**src/rtl/micro_sequencer.sv**
```systemverilog
// Microprogram sequencer: owns the MPC and steps each microinstruction
// through fetch, execute, memory wait, flag latch and next-address phases.
module micro_sequencer #(
  parameter int                ADDR_W     = 9,
  parameter int                MBR_W      = 8,
  parameter logic [ADDR_W-1:0] RESET_ADDR = '0,
  parameter logic [ADDR_W-1:0] HALT_ADDR  = '1
) (
  input  logic              clk,
  input  logic              rst_n,
  input  logic              start,
  input  logic              halt_req,
  input  logic [ADDR_W-1:0] mir_next_addr,
  input  logic              mir_jamz,
  input  logic              mir_jamn,
  input  logic              mir_jmpc,
  input  logic              mir_mem_req,
  input  logic [MBR_W-1:0]  mbr,
  input  logic              z_flag,
  input  logic              n_flag,
  input  logic              mem_done,
  output logic [ADDR_W-1:0] mpc,
  output logic              exec_en,
  output logic              mem_start,
  output logic              set_F,
  output logic              halted,
  output logic [2:0]        state
);

  typedef enum logic [2:0] {
    S_IDLE  = 3'd0,
    S_FETCH = 3'd1,
    S_EXEC  = 3'd2,
    S_MEMW  = 3'd3,
    S_FLAG  = 3'd4,
    S_NEXT  = 3'd5,
    S_HALT  = 3'd6
  } state_t;

  state_t state_q;
  state_t state_d;

  logic [ADDR_W-1:0] mpc_q;
  logic [ADDR_W-1:0] next_q;
  logic [MBR_W-1:0]  mbr_q;
  logic              jamz_q;
  logic              jamn_q;
  logic              jmpc_q;
  logic              z_q;
  logic              n_q;
  logic              halt_pend_q;
  logic              halt_pend_d;

  logic [ADDR_W-1:0] mbr_ext;
  logic [ADDR_W-1:0] jam_ext;
  logic [ADDR_W-1:0] addr_d;
  logic              jam_bit;
  logic              in_uinstr;
  logic              to_halt;

  // Pure OR composition: no carry path, so no wrap is possible.
  assign mbr_ext = {{(ADDR_W-MBR_W){1'b0}}, mbr_q};
  assign jam_bit = (jamz_q & z_q) | (jamn_q & n_q);
  assign jam_ext = {jam_bit, {(ADDR_W-1){1'b0}}};
  assign addr_d  = next_q | (jmpc_q ? mbr_ext : '0) | jam_ext;

  assign in_uinstr = (state_q == S_FETCH) || (state_q == S_EXEC) ||
                     (state_q == S_MEMW)  || (state_q == S_FLAG) ||
                     (state_q == S_NEXT);

  always_comb begin
    state_d = S_IDLE;
    unique case (state_q)
      S_IDLE:  state_d = start ? S_FETCH : S_IDLE;
      S_FETCH: state_d = S_EXEC;
      S_EXEC:  state_d = mir_mem_req ? S_MEMW : S_FLAG;
      S_MEMW:  state_d = mem_done ? S_FLAG : S_MEMW;
      S_FLAG:  state_d = S_NEXT;
      S_NEXT: begin
        if (halt_pend_q || (addr_d == HALT_ADDR)) state_d = S_HALT;
        else state_d = S_FETCH;
      end
      S_HALT:  state_d = start ? S_FETCH : S_HALT;
      default: state_d = S_IDLE;
    endcase
  end

  assign to_halt = (state_q == S_NEXT) && (state_d == S_HALT);

  always_comb begin
    halt_pend_d = halt_pend_q;
    if (to_halt) halt_pend_d = 1'b0;
    else if (in_uinstr && halt_req) halt_pend_d = 1'b1;
  end

  always_ff @(posedge clk or negedge rst_n) begin
    if (!rst_n) begin
      state_q     <= S_IDLE;
      halt_pend_q <= 1'b0;
    end else begin
      state_q     <= state_d;
      halt_pend_q <= halt_pend_d;
    end
  end

  always_ff @(posedge clk or negedge rst_n) begin
    if (!rst_n) begin
      next_q <= '0;
      mbr_q  <= '0;
      jamz_q <= 1'b0;
      jamn_q <= 1'b0;
      jmpc_q <= 1'b0;
    end else if (state_q == S_EXEC) begin
      next_q <= mir_next_addr;
      mbr_q  <= mbr;
      jamz_q <= mir_jamz;
      jamn_q <= mir_jamn;
      jmpc_q <= mir_jmpc;
    end
  end

  always_ff @(posedge clk or negedge rst_n) begin
    if (!rst_n) begin
      z_q <= 1'b0;
      n_q <= 1'b0;
    end else if (state_q == S_FLAG) begin
      z_q <= z_flag;
      n_q <= n_flag;
    end
  end

  always_ff @(posedge clk or negedge rst_n) begin
    if (!rst_n) mpc_q <= RESET_ADDR;
    else if (state_q == S_NEXT) mpc_q <= addr_d;
  end

  assign mpc       = mpc_q;
  assign state     = state_q;
  assign exec_en   = (state_q == S_EXEC);
  assign mem_start = (state_q == S_EXEC) && mir_mem_req;
  assign set_F     = (state_q == S_FLAG);
  assign halted    = (state_q == S_HALT);

endmodule
```
**config.mk**
```make
export PLATFORM = sky130hd
export DESIGN_NAME = micro_sequencer
export DESIGN_NICKNAME = d
export VERILOG_FILES = /design/src/rtl/micro_sequencer.sv
export SDC_FILE = /design/constraint.sdc
export NUM_CORES = 1
export LEC_CHECK = 0
export CAP_MARGIN = 20
export CORE_ASPECT_RATIO = 0.8
export CORE_MARGIN = 2
export CORE_UTILIZATION = 30
export DETAILED_ROUTE_END_ITERATION = 6
export GPL_TIMING_DRIVEN = 0
export PLACE_DENSITY_LB_ADDON = 0.05
export SETUP_SLACK_MARGIN = 0.4
export SYNTH_ARGS = -nofsm -noshare
export SYNTH_HDL_FRONTEND = slang
export SYNTH_SLANG_ARGS = --single-unit
export TNS_END_PERCENT = 20
```
**constraint.sdc**
```tcl
create_clock -name clk -period 2.65 [get_ports clk]
set_input_delay 0.53 -clock clk [delete_from_list [all_inputs] [get_ports clk]]
set_output_delay 0.53 -clock clk [all_outputs]
set_load 0.02 [all_outputs]
```
==> metrics <==
result of the run finished clean; number of pins exceeding their max-slew limit in the final report 0; worst reg2reg path depth 4; multi-input combinational cell area around 640 um^2; proportion of register bits with asynchronous set or reset after synthesis 100.0%; number of nets in the finished design around 210; Worst path depth 4; number of synthesized flops with an enable pin 0; proportion of netlist area held by the largest area contributor about 56%; DRT Wirelength between 3 and 4 mm; HPWL Detailed approximately 2.7 mm; via count around 1200; sum of negative setup slack 0 ns; area growth from synthesis to layout 37.65%; leading post-synthesis cells by instance count sky130_fd_sc_hd__dfrtp_1 (35), sky130_fd_sc_hd__mux2_2 (22), sky130_fd_sc_hd__a21oi_1 (12); Congestion Overflow GR 0; adder-cell share of the synthesized area 0%; cell area after synthesis between 1500 and 2000 um^2; initial standard-cell utilization of the core a little under a third; type of the worst min-delay path primary input to async pin; number of max-cap violations 0; Die H around 68 um; commonest register cell after synthesis sky130_fd_sc_hd__dfrtp_1; CP Cell Sequence clkdlybuf4s50_1 > inv_1 > nor3_1 > clkdlybuf4s50_1; power density normalized to cell area roughly 1200 nW/um^2; number of remaining DRC errors 0; type of element launching the critical path primary input; worst setup path category primary input to output port; data arrival time at the worst-slack endpoint 1.83 ns; number of antenna violations at the first check in global routing 0; syn_nets 162; input/output buffers 43; die area ~5800 um^2; pre-CTS setup slack 0.2913 ns; Tightest Pin Transition approximately 0.77 ns; number of diodes added for antenna fixing 0; cell with the most instances after synthesis sky130_fd_sc_hd__dfrtp_1; mean instance size in the synthesized netlist around 12 um^2; post-synthesis mux area share 17.22%; period utilization a little under 90%; Area contributors post-synth sky130_fd_sc_hd__dfrtp_1 (56%), sky130_fd_sc_hd__mux2_2 (16%), sky130_fd_sc_hd__a21oi_1 (3.9%); crit path max fanout 3; Synthesis Warnings 0; IO Count 44; Worst Clk Skew between 0.006 and 0.007 ns; number of hold buffers added after cts 0; final critical-path setup slack 0.2943 ns; number of buffers on the longest clock path 2; portion of the post-synthesis area used by sequential elements between 50 and 60%; overall track demand over capacity in global routing 13.34%; achievable clock frequency about 420 MHz; placeable core region roughly 5000 um^2; TritonCTS buffer count 5; highest-delay cell along the critical path sky130_fd_sc_hd__clkdlybuf4s50_1; remaining number of nets flagged by the antenna check after routing 0; gate count of the mapped netlist roughly 130; synthesized-area fraction occupied by xor and xnor cells 0%; crit end category output port; Largest stage delay, worst path 0.62 ns; first drt pass iteration count 4; first-pass GRT wire length ~5.7 mm; endpoint required time on the critical path about 2.1 ns; gp weighted congestion between 0.8 and 0.9; total count of hold-check failures in the final report 0; clk root buf sky130_fd_sc_hd__clkbuf_8; clock insertion delay at the later pin of the skew report around 0.28 ns; cell taking the most area after synthesis sky130_fd_sc_hd__dfrtp_1; peak supply drop about 0.41 mV; share of the synthesized area in compound gates (AO/OA/AOI/OAI) about an eighth; number of global-route vias before repair ~1200; dominant combinational cell family by area after synthesis multiplexers; number of fillers in the final layout slightly above 500; std cell rows 23; worst max-slew margin expressed relative to the limit 48.57%; maximum number of pins on one net before global-route repair 36; average wire per standard cell around 14 um; share of synthesized cell area in and, or, nand and nor gates a little under an eighth; P_leak 0.9141 nW; clock net sink count 35; register area between 800 and 900 um^2; time the worst path needs with I/O delays and setup 2.356 ns; clock tree from TritonCTS yes; most used cell, CP sky130_fd_sc_hd__clkdlybuf4s50_1; fraction of final layout cells sized beyond drive strength 1 around 20%; Horiz. Die Dim between 80 and 90 um; unrepaired setup endpoints after global routing true; drt initial violations between 50 and 60; clock transition at the registers of the reported paths about 0.07 ns; cell family with most CP delay buffers and inverters; ratio of routed vias to standard cells ~4.8; synthesized flop and latch total 35; number of distinct library cells after synthesis 29; setup violation total in the final timing report 0; buffer and inverter count on the worst path 3; depth of the CTS H-tree 2
[flip-flops by register name, summed over array words and instances, names as in the netlist]
name / flops
jamz_q: 1
next_q: 9
halt_pend_q: 1
state: 3
mpc: 9
jamn_q: 1
n_q: 1
z_q: 1
jmpc_q: 1
mbr_q: 8
[cells in the final DEF (no fill, tap or decap), drive strengths merged, types with 2 or more instances in the layout]
cell / n
a21oi: 12
buf: 7
clkbuf: 8
clkdlybuf4s50: 40
dfrtp: 35
mux2: 22
mux2i: 2
nand2: 11
nand2b: 2
nand3: 3
nand3b: 2
nand4: 2
nor2: 7
nor2b: 2
nor3: 2
o21ai: 10
o21bai: 2
o22ai: 4
[kinds of logic (layout without fill, tap and decap cells)]
logic type	count (synthesis)	in the layout
flops	35	35
simple gates	34	34
compound gates	33	33
mux	24	24
buf+inv	8	59
[worst paths after layout]
check,start,endpoint,slack [ns]
hold / removal,rst_n,state[2]$_DFF_PN0_,0.32
hold reg to reg,mpc[0]$_DFFE_PN0N_,mpc[0]$_DFFE_PN0N_,0.48
setup reg to reg,state[2]$_DFF_PN0_,next_q[7]$_DFFE_PN0P_,1.16
max in group asynchronous,rst_n,next_q[6]$_DFFE_PN0P_,1.84
min in group clk,mpc[0]$_DFFE_PN0N_,mpc[0]$_DFFE_PN0N_,0.48
setup / recovery,mir_mem_req,mem_start,0.29
[power by group]
part	internal (W)	switching (W)
clock network	0.000184	0.000179
registers	0.000808	0.000206
logic	0.000619	0.000570
total	0.00161	0.000955
[timing repair]
action / CTS / global route
endpoints found under the setup margin: 3 / 4
gates resized for setup: 1 / 1
pin swaps: 0 / 0
setup buffers: 0 / 0
[metrics by stage]
step / hold slack [ns] / util [%] / cells / total power (W) / cell area (um^2)
6_report: 0.3223 / 42.75 / 247 / 0.002567 / 2141
5_1_grt: 0.3847 / 42.75 / 247 / 0.002784 / 2141
3_3_place_gp: 0.4631 / 41.20 / 239 / 0.002214 / 2063
2_1_floorplan: 0.2344 / - / 134 / 0.001776 / 1555
4_1_cts: 0.3459 / 42.70 / 247 / 0.002609 / 2138
3_5_place_dp: 0.4748 / 41.10 / 239 / 0.002240 / 2058
[cell type report]
type / count / share of cell area (%)
flip-flops and latches: 35 / 40.91
multi-input cells: 91 / 29.69
repair buffers: 43 / 19.93
well taps: 62 / 3.624
clock buffers: 7 / 3.565
plain buffers: 7 / 1.870
clock inverters: 1 / 0.2338
inverters: 1 / 0.1753
[routing by layer]
metal	vias up	GRT usage, %	routed length [um]
met3	5	4.101	175
met1	566	18.45	1734
met5	-	0	0
met4	0	5.357	44
met2	29	19.59	1516
li1	582	-	-
(Power assumes the default switching activity.)
